## src/rtl/fpga_cfg_loader.sv

```systemverilog
// Serial configuration loader: shifts a bitstream into FRAME_W-bit frames and
// strobes each frame into the tile's DFF storage. Optional parity via FPGA_CFG_PARITY_EN.
module fpga_cfg_loader #(
  parameter int FRAME_W  = 16,
  parameter int N_FRAMES = 4
) (
  input  logic                 clk_i,
  input  logic                 reset_i,
  input  logic                 start_i,
  input  logic                 bit_valid_i,
  input  logic                 bit_i,
  output logic                 bit_ready_o,
  output logic                 busy_o,
  output logic [FRAME_W-1:0]   frame_o,
  output logic [((N_FRAMES > 1) ? $clog2(N_FRAMES) : 1)-1:0] frame_addr_o,
  output logic                 frame_we_o,
  output logic                 done_o,
  output logic                 err_o
);

  localparam int AW = (N_FRAMES > 1) ? $clog2(N_FRAMES) : 1;
  localparam int BW = $clog2(FRAME_W);
  localparam logic [BW-1:0] LAST_BIT   = BW'(FRAME_W - 1);
  localparam logic [AW-1:0] LAST_FRAME = AW'(N_FRAMES - 1);

  typedef enum logic [2:0] {
    IDLE,
    SHIFT,
`ifdef FPGA_CFG_PARITY_EN
    PAR,
`endif
    WRITE,
    DONE,
    ERR
  } state_e;

  state_e               state_q, state_d;
  logic [FRAME_W-1:0]   sreg_q, sreg_d;
  logic [BW-1:0]        bitCnt_q, bitCnt_d;
  logic [AW-1:0]        frameCnt_q, frameCnt_d;
  logic [FRAME_W-1:0]   lastFrame_q, lastFrame_d;
  logic [AW-1:0]        lastAddr_q, lastAddr_d;
  logic                 bitReady;
  logic                 writeStrobe;
  logic                 donePulse;

  always_ff @(posedge clk_i or posedge reset_i) begin
    if (reset_i) begin
      state_q     <= IDLE;
      sreg_q      <= '0;
      bitCnt_q    <= '0;
      frameCnt_q  <= '0;
      lastFrame_q <= '0;
      lastAddr_q  <= '0;
    end else begin
      state_q     <= state_d;
      sreg_q      <= sreg_d;
      bitCnt_q    <= bitCnt_d;
      frameCnt_q  <= frameCnt_d;
      lastFrame_q <= lastFrame_d;
      lastAddr_q  <= lastAddr_d;
    end
  end

  // Counters saturate at their terminal values; only start clears the frame counter.
  always_comb begin
    state_d     = state_q;
    sreg_d      = sreg_q;
    bitCnt_d    = bitCnt_q;
    frameCnt_d  = frameCnt_q;
    lastFrame_d = lastFrame_q;
    lastAddr_d  = lastAddr_q;
    bitReady    = 1'b0;
    writeStrobe = 1'b0;
    donePulse   = 1'b0;

    case (state_q)
      IDLE, ERR: begin
        if (start_i) begin
          state_d    = SHIFT;
          bitCnt_d   = '0;
          frameCnt_d = '0;
        end
      end
      SHIFT: begin
        bitReady = 1'b1;
        if (bit_valid_i) begin
          sreg_d = {sreg_q[FRAME_W-2:0], bit_i};
          if (bitCnt_q == LAST_BIT) begin
`ifdef FPGA_CFG_PARITY_EN
            state_d = PAR;
`else
            state_d = WRITE;
`endif
          end else begin
            bitCnt_d = bitCnt_q + 1'b1;
          end
        end
      end
`ifdef FPGA_CFG_PARITY_EN
      PAR: begin
        bitReady = 1'b1;
        if (bit_valid_i) begin
          if ((^{sreg_q, bit_i}) == 1'b0) state_d = WRITE;
          else                            state_d = ERR;
        end
      end
`endif
      WRITE: begin
        writeStrobe = 1'b1;
        lastFrame_d = sreg_q;
        lastAddr_d  = frameCnt_q;
        if (frameCnt_q == LAST_FRAME) begin
          state_d = DONE;
        end else begin
          frameCnt_d = frameCnt_q + 1'b1;
          bitCnt_d   = '0;
          state_d    = SHIFT;
        end
      end
      DONE: begin
        donePulse = 1'b1;
        state_d   = IDLE;
      end
      default: state_d = IDLE;
    endcase
  end

  assign bit_ready_o  = bitReady;
  assign frame_we_o   = writeStrobe;
  assign done_o       = donePulse;
  assign busy_o       = (state_q != IDLE) && (state_q != ERR);
  assign frame_o      = writeStrobe ? sreg_q : lastFrame_q;
  assign frame_addr_o = writeStrobe ? frameCnt_q : lastAddr_q;

`ifdef FPGA_CFG_PARITY_EN
  assign err_o = (state_q == ERR);
`else
  assign err_o = 1'b0;
`endif

endmodule

```

## config.mk

```make
export PLATFORM = sky130hd
export DESIGN_NAME = fpga_cfg_loader
export DESIGN_NICKNAME = d
export VERILOG_FILES = /design/src/rtl/fpga_cfg_loader.sv
export SDC_FILE = /design/constraint.sdc
export NUM_CORES = 1
export LEC_CHECK = 0
export CAP_MARGIN = 20
export CELL_PAD_IN_SITES_DETAIL_PLACEMENT = 1
export CELL_PAD_IN_SITES_GLOBAL_PLACEMENT = 2
export CORE_UTILIZATION = 34
export DETAILED_ROUTE_END_ITERATION = 16
export HOLD_SLACK_MARGIN = 0.15
export PLACE_DENSITY = 0.78
export SLEW_MARGIN = 20
export SYNTH_ARGS = -nofsm -noshare
export SYNTH_HDL_FRONTEND = slang
export SYNTH_SLANG_ARGS = --single-unit
```

## constraint.sdc

```tcl
create_clock -name clk_i -period 1.62 [get_ports clk_i]
set_input_delay 0.243 -clock clk_i [delete_from_list [all_inputs] [get_ports clk_i]]
set_output_delay 0.243 -clock clk_i [all_outputs]
set_load 0.01 [all_outputs]
```

## Word level (Yosys, flattened, before mapping)

Index checks and enable logic that the tools add are counted.

| cells by class | value |
|---|---|
| $add $sub $neg | 2 |
| eq/ne operators | 12 |
| muxes and demuxes | 18 |
| reduce and logical (&&, ||, !) cells | 10 |

Operator list:

| kind | number |
|---|---|
| 16-bit two-way mux | 1 |
| 4-bit two-way mux | 4 |
| 4-bit case mux with 3 select lines | 1 |
| 2-bit != test, second input constant | 5 |
| 3-bit two-way mux | 3 |
| 3-bit case mux with 3 select lines | 1 |
| 2-bit two-way mux | 4 |
| 3-bit by 2-bit equality test with 1-bit output, second input constant | 2 |
| 3-bit AND reduction | 2 |
| 3-bit nonzero test | 2 |
| 5-bit AND reduction | 1 |
| 4-bit by 1-bit adder with 4-bit output, second input constant | 1 |
| 4-bit equality test, second input constant | 1 |
| 2-bit case mux with 2 select lines | 1 |
| 3-bit by 1-bit equality test with 1-bit output, second input constant | 1 |
| 3-bit equality test, second input constant | 1 |
| 3-bit logical NOT | 1 |
| 1-bit two-way mux | 3 |
| 3-bit != test, second input constant | 1 |
| 2-bit by 1-bit adder with 2-bit output, second input constant | 1 |
| 2-bit equality test, second input constant | 1 |
| 2-bit AND reduction | 1 |
| 2-bit nonzero test | 1 |
| 2-bit OR reduction | 1 |
| 1-bit logical AND | 1 |

| storage, ports and cells | value |
|---|---|
| bits in registers | 43 |
| input port bits | 5 |
| output and inout bits | 23 |
| word-level logic and storage cells | 48 |

## Depth between registers and ports, before layout

Gate-level depths: netlist of the first run.

| depth | value |
|---|---|
| depth in word-level cells | 4 |
| depth in mapped cells | 6 |
| gate-level depth less buffers | 5 |

## Worst setup path before layout of the first run

OpenSTA, ideal clock, no wires.

| path | value |
|---|---|
| path type | reg2out |
| from | register state_q[1] |
| to | output port frame_addr_o[0] (netlist bit) |
| arrival | 1.148 ns |
| required time | 1.377 ns |
| slack | 0.229 ns |
| stages on the path, launching flop included | 6 |
| path buffers | 2 |
| cell sequence | dfrtp_1 -> nand2b_1 -> buf_2 -> buf_1 -> nand2_1 -> nand2_1 |

| on the way | value |
|---|---|
| longest elaborated chain between the ends | 3 |

RTL lines:

| what | line | RTL |
|---|---|---|
| start: declaration | 37 | `state_e state_q, state_d;` |
| start signal: assignment | 56 | `state_q <= state_d;` |
| 3-bit by 2-bit equality test with 1-bit output | 77 | `case (state_q)` |
| 1-bit two-way mux | 77 |  |
| 2-bit two-way mux | 134 | `assign frame_addr_o = writeStrobe ? frameCnt_q : lastAddr_q;` |
| end: declaration | 15 | `output logic [((N_FRAMES > 1) ? $clog2(N_FRAMES) : 1)-1:0] frame_addr_o,` |

Every way passes these cells.

## Final worst setup path of the first run

| path | value |
|---|---|
| from | register state_q[1] |
| to | output port done_o |

| on the way | value |
|---|---|
| longest elaborated chain between the ends | 2 |

RTL lines:

| what | line | RTL |
|---|---|---|
| 3-bit by 2-bit equality test with 1-bit output | 77 |  |
| 1-bit two-way mux | 77 |  |
| end: declaration | 17 | `output logic done_o,` |

Every way passes these cells.

==> results by group, run 1 <==
Status
  – Status: finished, final reports clean

Power
  – Switching pwr: 1.26 mW
  – Logic pwr share: 36.3%
  – P per Cell Area: 1740 nW/um^2
  – Pint: 2.76 mW
  – Clock network power share: 21.0%
  – Sw Share: 31.3%
  – Max VDD drop: 0.000597 V
  – Leak: 1.23 nW
  – Power, Total: 4.02 mW
  – Flop pwr share: 42.7%

Final layout
  – Post-route cell area: 2310 sq um
  – P&R area growth vs syn: 28.3%
  – Diode count: 0
  – Reg area: 1050 sq um
  – Fin util: a little under half
  – Share of layout cells above drive strength 1: a little over a third
  – Total Nets Final: between 200 and 250
  – Area of the multi-input gates: 687 sq um
  – Fillers: roughly 590

Floorplanning
  – FP Rows: 26
  – Core ar.: 5110 sq um
  – Die area: 5580 sq um
  – Horiz. Die Dim: roughly 75 um
  – I/O pins: 28
  – Die height: between 70 and 80 um
  – Effective utilization at floorplan: a little over a third

Critical path
  – CP required: between 1 and 1.5 ns
  – Critical path type: register to output pin
  – Arr. time, crit path: 1.34 ns
  – Crit end category: output pin
  – Crit path max fanout: 8
  – Worst Reg-to-Reg Cells: 6
  – CP startpoint kind: register

Yosys
  – Post-synth top area share: between 50% and 60%
  – Top cells by area, synth: dfrtp_1, nand2_1, mux2_4
  – Synth Area per Inst: approximately 11 sq um
  – Part of the Yosys area used for sequential elements: 58.5%
  – Number of enable flip-flop cells after synthesis: 0
  – Yosys warnings: 0
  – Post-synthesis register bit count: 42
  – Number of distinct library cells after synthesis: 26
  – Post-synthesis net count: 167
  – Synthesized cell area: 1800 sq um
  – Syn Inst Count: 160
  – Top cells by count, synth: nand2_1, dfrtp_1, mux2_2
  – Area leader, netlist: dfrtp_1
  – Ys flop type: dfrtp_1
  – Asr flop ratio synth: 100%
  – Dominant cell by count in the synthesized netlist: nand2_1

Placement
  – Dpl cell area: 2160 sq um
  – Post-DP HPWL: 2510 um
  – Buffers on Ports: 26
  – GP Congestion: 0.744

Global routing
  – Largest net degree at the start of global routing: 43
  – Overflow left after global routing: 0
  – First-pass GRT wire length: between 6000 and 7000 um
  – Global routing usage on met3: 4.55%
  – GRT Resource Usage Total: 15.2%
  – M1 GR Usage: between 10% and 20%
  – Initial antenna violation count: 0
  – Vias in the first global route: 1,299
  – Most Crowded Layer GR: met2
  – Met2 usage: 25.5%

Clocking
  – Latest clock arrival within the worst-skew pair: between 0.2 and 0.3 ns
  – CTS Hold Bufs: 0
  – Clock buffer depth: 2
  – Root buffer cell: clkbuf_8
  – Clock sinks: 42
  – Worst-path clk slew: 0.08 ns
  – CTS tree: built
  – H-tree depth: 2
  – Cts bufs inserted: 5

STA
  – Unrepaired setup endpoints after global routing: yes
  – Highest Clock Rate: 0.634 GHz
  – Min Tclk post-route: 1.58 ns
  – Clk_skew: 0.00510 ns
  – Total negative slack: 0 ns
  – Period utilisation layout: 97.4%
  – Finish-stage setup viols: 0
  – Slew Viols, Final: 0
  – Hold Fails Final Rpt: 0

Detailed routing
  – DRT iter0 DRCs: between 50 and 60
  – # DRC: 0
  – DR pass1 iterations: 3
  – Vias per cell: 4.57
  – Final wirelength: 3730 um
  – Detailed-route via count: between 1,000 and 1,500
  – DR WL/cell: 13.7 um
  – Antenna Violating Nets Remaining: 0

Min path
  – Hold WC Path Type: input port to async pin

Job
  – Maxcap violations: 0
## path summary, 6_finish.rpt
check	from	to	slack, ns
max in group asynchronous	reset_i	sreg_q[5]	1.11
min	reset_i	lastFrame_q[5]	0.31
max reg2reg	state_q[1]	sreg_q[13]	0.08
max	state_q[1]	done_o	0.04
min reg2reg	lastFrame_q[5]	lastFrame_q[5]	0.47
min in group clk_i	lastFrame_q[5]	lastFrame_q[5]	0.47
## final cells by class
class / count / area share [%]
clock buffer: 6 / 3.58
multi-input combinational: 106 / 29.8
sequential: 42 / 45.6
tap: 70 / 3.80
clock inverter: 1 / 1.30
inverter: 5 / 0.922
timing repair buffer: 42 / 15.0
## state kept, by name (all words and copies together), names as in the netlist
| signal | count |
|---|---|
| lastAddr_q | 2 |
| frameCnt_q | 2 |
| bitCnt_q | 4 |
| lastFrame_q | 16 |
| sreg_q | 16 |
| state_q | 2 |
## logic make-up (layout without fill, tap and decap cells)
group / count (synthesis) / after routing / synth area share, %
other: 1 / 1 / 0.209
adder cells (fa/ha/maj): 2 / 2 / 1.39
AND/OR/NAND/NOR: 71 / 71 / 17.1
AO/OA/AOI/OAI: 12 / 12 / 4.60
flip-flops: 42 / 42 / 58.5
buffers and inverters: 12 / 54 / 4.25
multiplexers: 20 / 20 / 14.0
## layer usage
layer | vias to the layer above | routed length [um]
met4 | 0 | 65
met2 | 19 | 1960
met3 | 5 | 107
met5 | - | 0
li1 | 598 | -
met1 | 621 | 1600
## cell usage in the layout (no fill, tap or decap), drive strengths merged
master,instances
ha,2
a31o,1
nor2b,1
or2,1
mux2,17
mux2i,3
a21oi,1
o31a,1
dfrtp,42
nand2b,3
and2,1
nand2,60
a22o,3
bufinv,1
nand3,4
conb,1
nor2,1
o21bai,1
clkbuf,7
o21ai,5
dlygate4sd2,3
clkdlybuf4s50,4
buf,34
inv,5
## power by group through the flow
stage	clock network (mW)	logic, mW	registers, mW
2_1_floorplan	0	0.977	1.66
3_3_place_gp	0	1.40	1.70
3_5_place_dp	0	1.47	1.74
4_1_cts	0.867	1.33	1.72
5_1_grt	0.916	1.61	1.76
6_report	0.846	1.46	1.72
## per-stage QoR
stage	worst slack, ns	instances	hold WS [ns]
floorplan	0.229	160	0.388
global placement	-0.0470	257	0.456
detailed placement	-0.0912	257	0.462
CTS	-0.0138	265	0.321
global route	-0.0144	272	0.332
finish	0.0417	272	0.314
## worst max-delay path, cell delays in order (launching register included)
cell           delay [ns]
dfrtp_1              0.41
buf_4                0.18
and2_2               0.18
dlygate4sd2_1        0.27
## what timing repair did
item,CTS,global route
endpoints found under the setup margin,22,20
resized for setup,82,7
buffers inserted,1,7
gates cloned,0,0
pin swaps,0,2
No activity file was read; power rests on OpenSTA's default activity.
==> inputs of run 2 (changes only) <==
CAP_MARGIN = unset   (was 20)
CORE_UTILIZATION = 40   (was 34)
DONT_BUFFER_PORTS = 1   (was unset)
==> results by group, run 2 (same netlist as run 1, synthesis figures left out) <==
Status
  – Status: finished, final reports clean

Floorplanning
  – Die area: 4760 sq um
  – FP Rows: 24
  – I/O pins: 28
  – Horiz. Die Dim: 69.0 um
  – Core ar.: 4320 sq um
  – Die height: 69.0 um
  – Effective utilization at floorplan: 41.6%

Power
  – P per Cell Area: 1710 nW/um^2
  – Clock network power share: 17.6%
  – Flop pwr share: 49.2%
  – Pint: 2.36 mW
  – Logic pwr share: 33.1%
  – Leak: 1.04 nW
  – Max VDD drop: approximately 0.00065 V
  – Sw Share: around a third
  – Switching pwr: 1.15 mW

STA
  – Unrepaired setup endpoints after global routing: no
  – Total negative slack: 0 ns
  – Hold Fails Final Rpt: 0
  – Min Tclk post-route: about 1.6 ns
  – Clk_skew: 0.00499 ns
  – Finish-stage setup viols: 0
  – Slew Viols, Final: 0
  – Highest Clock Rate: 0.643 GHz
  – Period utilisation layout: a little over nine tenths
  – Worst hold slack: 0.162 ns
  – Post-layout worst setup margin: 0.0648 ns

Clocking
  – Latest clock arrival within the worst-skew pair: 0.28 ns
  – Root buffer cell: clkbuf_8
  – H-tree depth: 2
  – Cts bufs inserted: 5
  – Worst-path clk slew: 0.07 ns
  – CTS tree: built
  – Clock buffer depth: 2
  – Clock sinks: 42

Critical path
  – Critical path type: register to output pin
  – Worst path cell trace: buf_4 -> nor2b_2 -> buf_4
  – CP required: 1.38 ns
  – Most frequent cell on the critical path: buf_4
  – Arr. time, crit path: 1.31 ns
  – Buffers & Inverters on Critical Path: 2
  – Crit path max fanout: 7
  – CP startpoint kind: register
  – Crit end category: output pin
  – Worst path max stage delay: 0.41 ns
  – Crit path max-delay family: flip-flops
  – Slowest CP cell: dfrtp_1

Detailed routing
  – Final wirelength: 3380 um
  – Metal-1 WL: 1500 um
  – DR WL/cell: 15.0 um
  – Met3 WL: 127 um
  – # DRC: 0
  – Met2 wire length: 1720 um
  – DRT iter0 DRCs: 49
  – DR pass1 iterations: 3
  – Detailed-route via count: 1,135
  – Vias per cell: 5.02
  – Antenna Violating Nets Remaining: 0
  – Top layer in use: met4

Final layout
  – Biggest regs: lastFrame_q (16), sreg_q (16), bitCnt_q (4)
  – Cell Count, Final, Fillers Out: between 200 and 250
  – Most frequent cells in the layout: nand2_1, dfrtp_1, nand2_2
  – Total Nets Final: 181
  – Commonest non-fill, non-tap cell in the layout: nand2_1
  – Diode count: 0
  – P&R area growth vs syn: 14.0%
  – Share of layout cells above drive strength 1: 31.0%

Placement
  – Post-DP HPWL: about 2200 um
  – Pre-CTS WS: approximately 0.20 ns
  – GP Congestion: 0.766
  – Buffers on Ports: 0
  – Placed instance count: 212

Min path
  – Hold WC Path Type: input port to register

Global routing
  – GRT Resource Usage Total: 15.3%
  – Vias in the first global route: around 1,200
  – Largest net degree at the start of global routing: 30
  – Overflow left after global routing: 0
  – First-pass GRT wire length: about 5800 um
  – Initial antenna violation count: 0

Job
  – Maxcap violations: 0
==> run 2: changes by cell type in the layout (fill, tap and decap cells not counted), sizes merged <==
cell / previous run / this run
buf: 34 / 10
bufinv: 1 / 0
clkdlybuf4s50: 4 / 0
dlygate4sd2: 3 / 0
dlygate4sd3: 0 / 4
==> run 2: power by group through the flow <==
stage          registers, mW  clock network [mW]  logic, mW
2_1_floorplan           1.66                   0      0.977
3_3_place_gp            1.72                   0       1.04
3_5_place_dp            1.75                   0       1.08
4_1_cts                 1.73               0.647       1.09
5_1_grt                 1.79               0.690       1.30
6_report                1.73               0.618       1.16
==> run 2: per-stage QoR <==
| stage | utilization, % | instance area [sq um] | power [mW] |
|---|---|---|---|
| 2_1_floorplan | - | 1800 | 2.63 |
| 3_3_place_gp | 42.9 | 1860 | 2.76 |
| 3_5_place_dp | 42.9 | 1860 | 2.83 |
| 4_1_cts | 45.6 | 1970 | 3.47 |
| 5_1_grt | 47.4 | 2050 | 3.78 |
| 6_report | 47.4 | 2050 | 3.51 |
==> run 2: layout make-up <==
cell class | count | area (sq um)
multi-input combinational | 106 | 709
fill | 474 | 2280
tap | 52 | 65.1
sequential | 42 | 1050
clock buffer | 7 | 76.3
timing repair buffer | 14 | 126
inverter | 5 | 18.8
==> run 2: repair_timing <==
action                     4_1_cts  5_1_grt
setup endpoints to repair        0       18
buffers inserted                 0        2
gates resized for setup          0       20
hold endpoints to repair        45        0
hold buffers                     4        0
==> run 2: worst paths after layout <==
kind | cells after the start | start | slack (ns) | to
max | 3 | state_q[0] | 0.06 | bit_ready_o
min | 3 | bit_valid_i | 0.16 | state_q[0]
max reg2reg | 5 | state_q[0] | 0.12 | bitCnt_q[3]
min reg2reg | 2 | lastFrame_q[7] | 0.51 | lastFrame_q[7]
max in group asynchronous | 3 | reset_i | 0.81 | state_q[1]
min in group asynchronous | 3 | reset_i | 0.42 | lastFrame_q[15]
==> run 2: tightest hold or removal path, stage by stage <==
cell	delay (ns)
inv_1	0.03
o21ai_0	0.07
nand2_1	0.07
==> run 2: metal layers <==
| layer | vias up | GRT usage [%] |
|---|---|---|
| li1 | 538 | - |
| met5 | - | 0 |
| met4 | 0 | 5.90 |
| met3 | 4 | 5.12 |
| met2 | 19 | 24.1 |
| met1 | 574 | 19.6 |
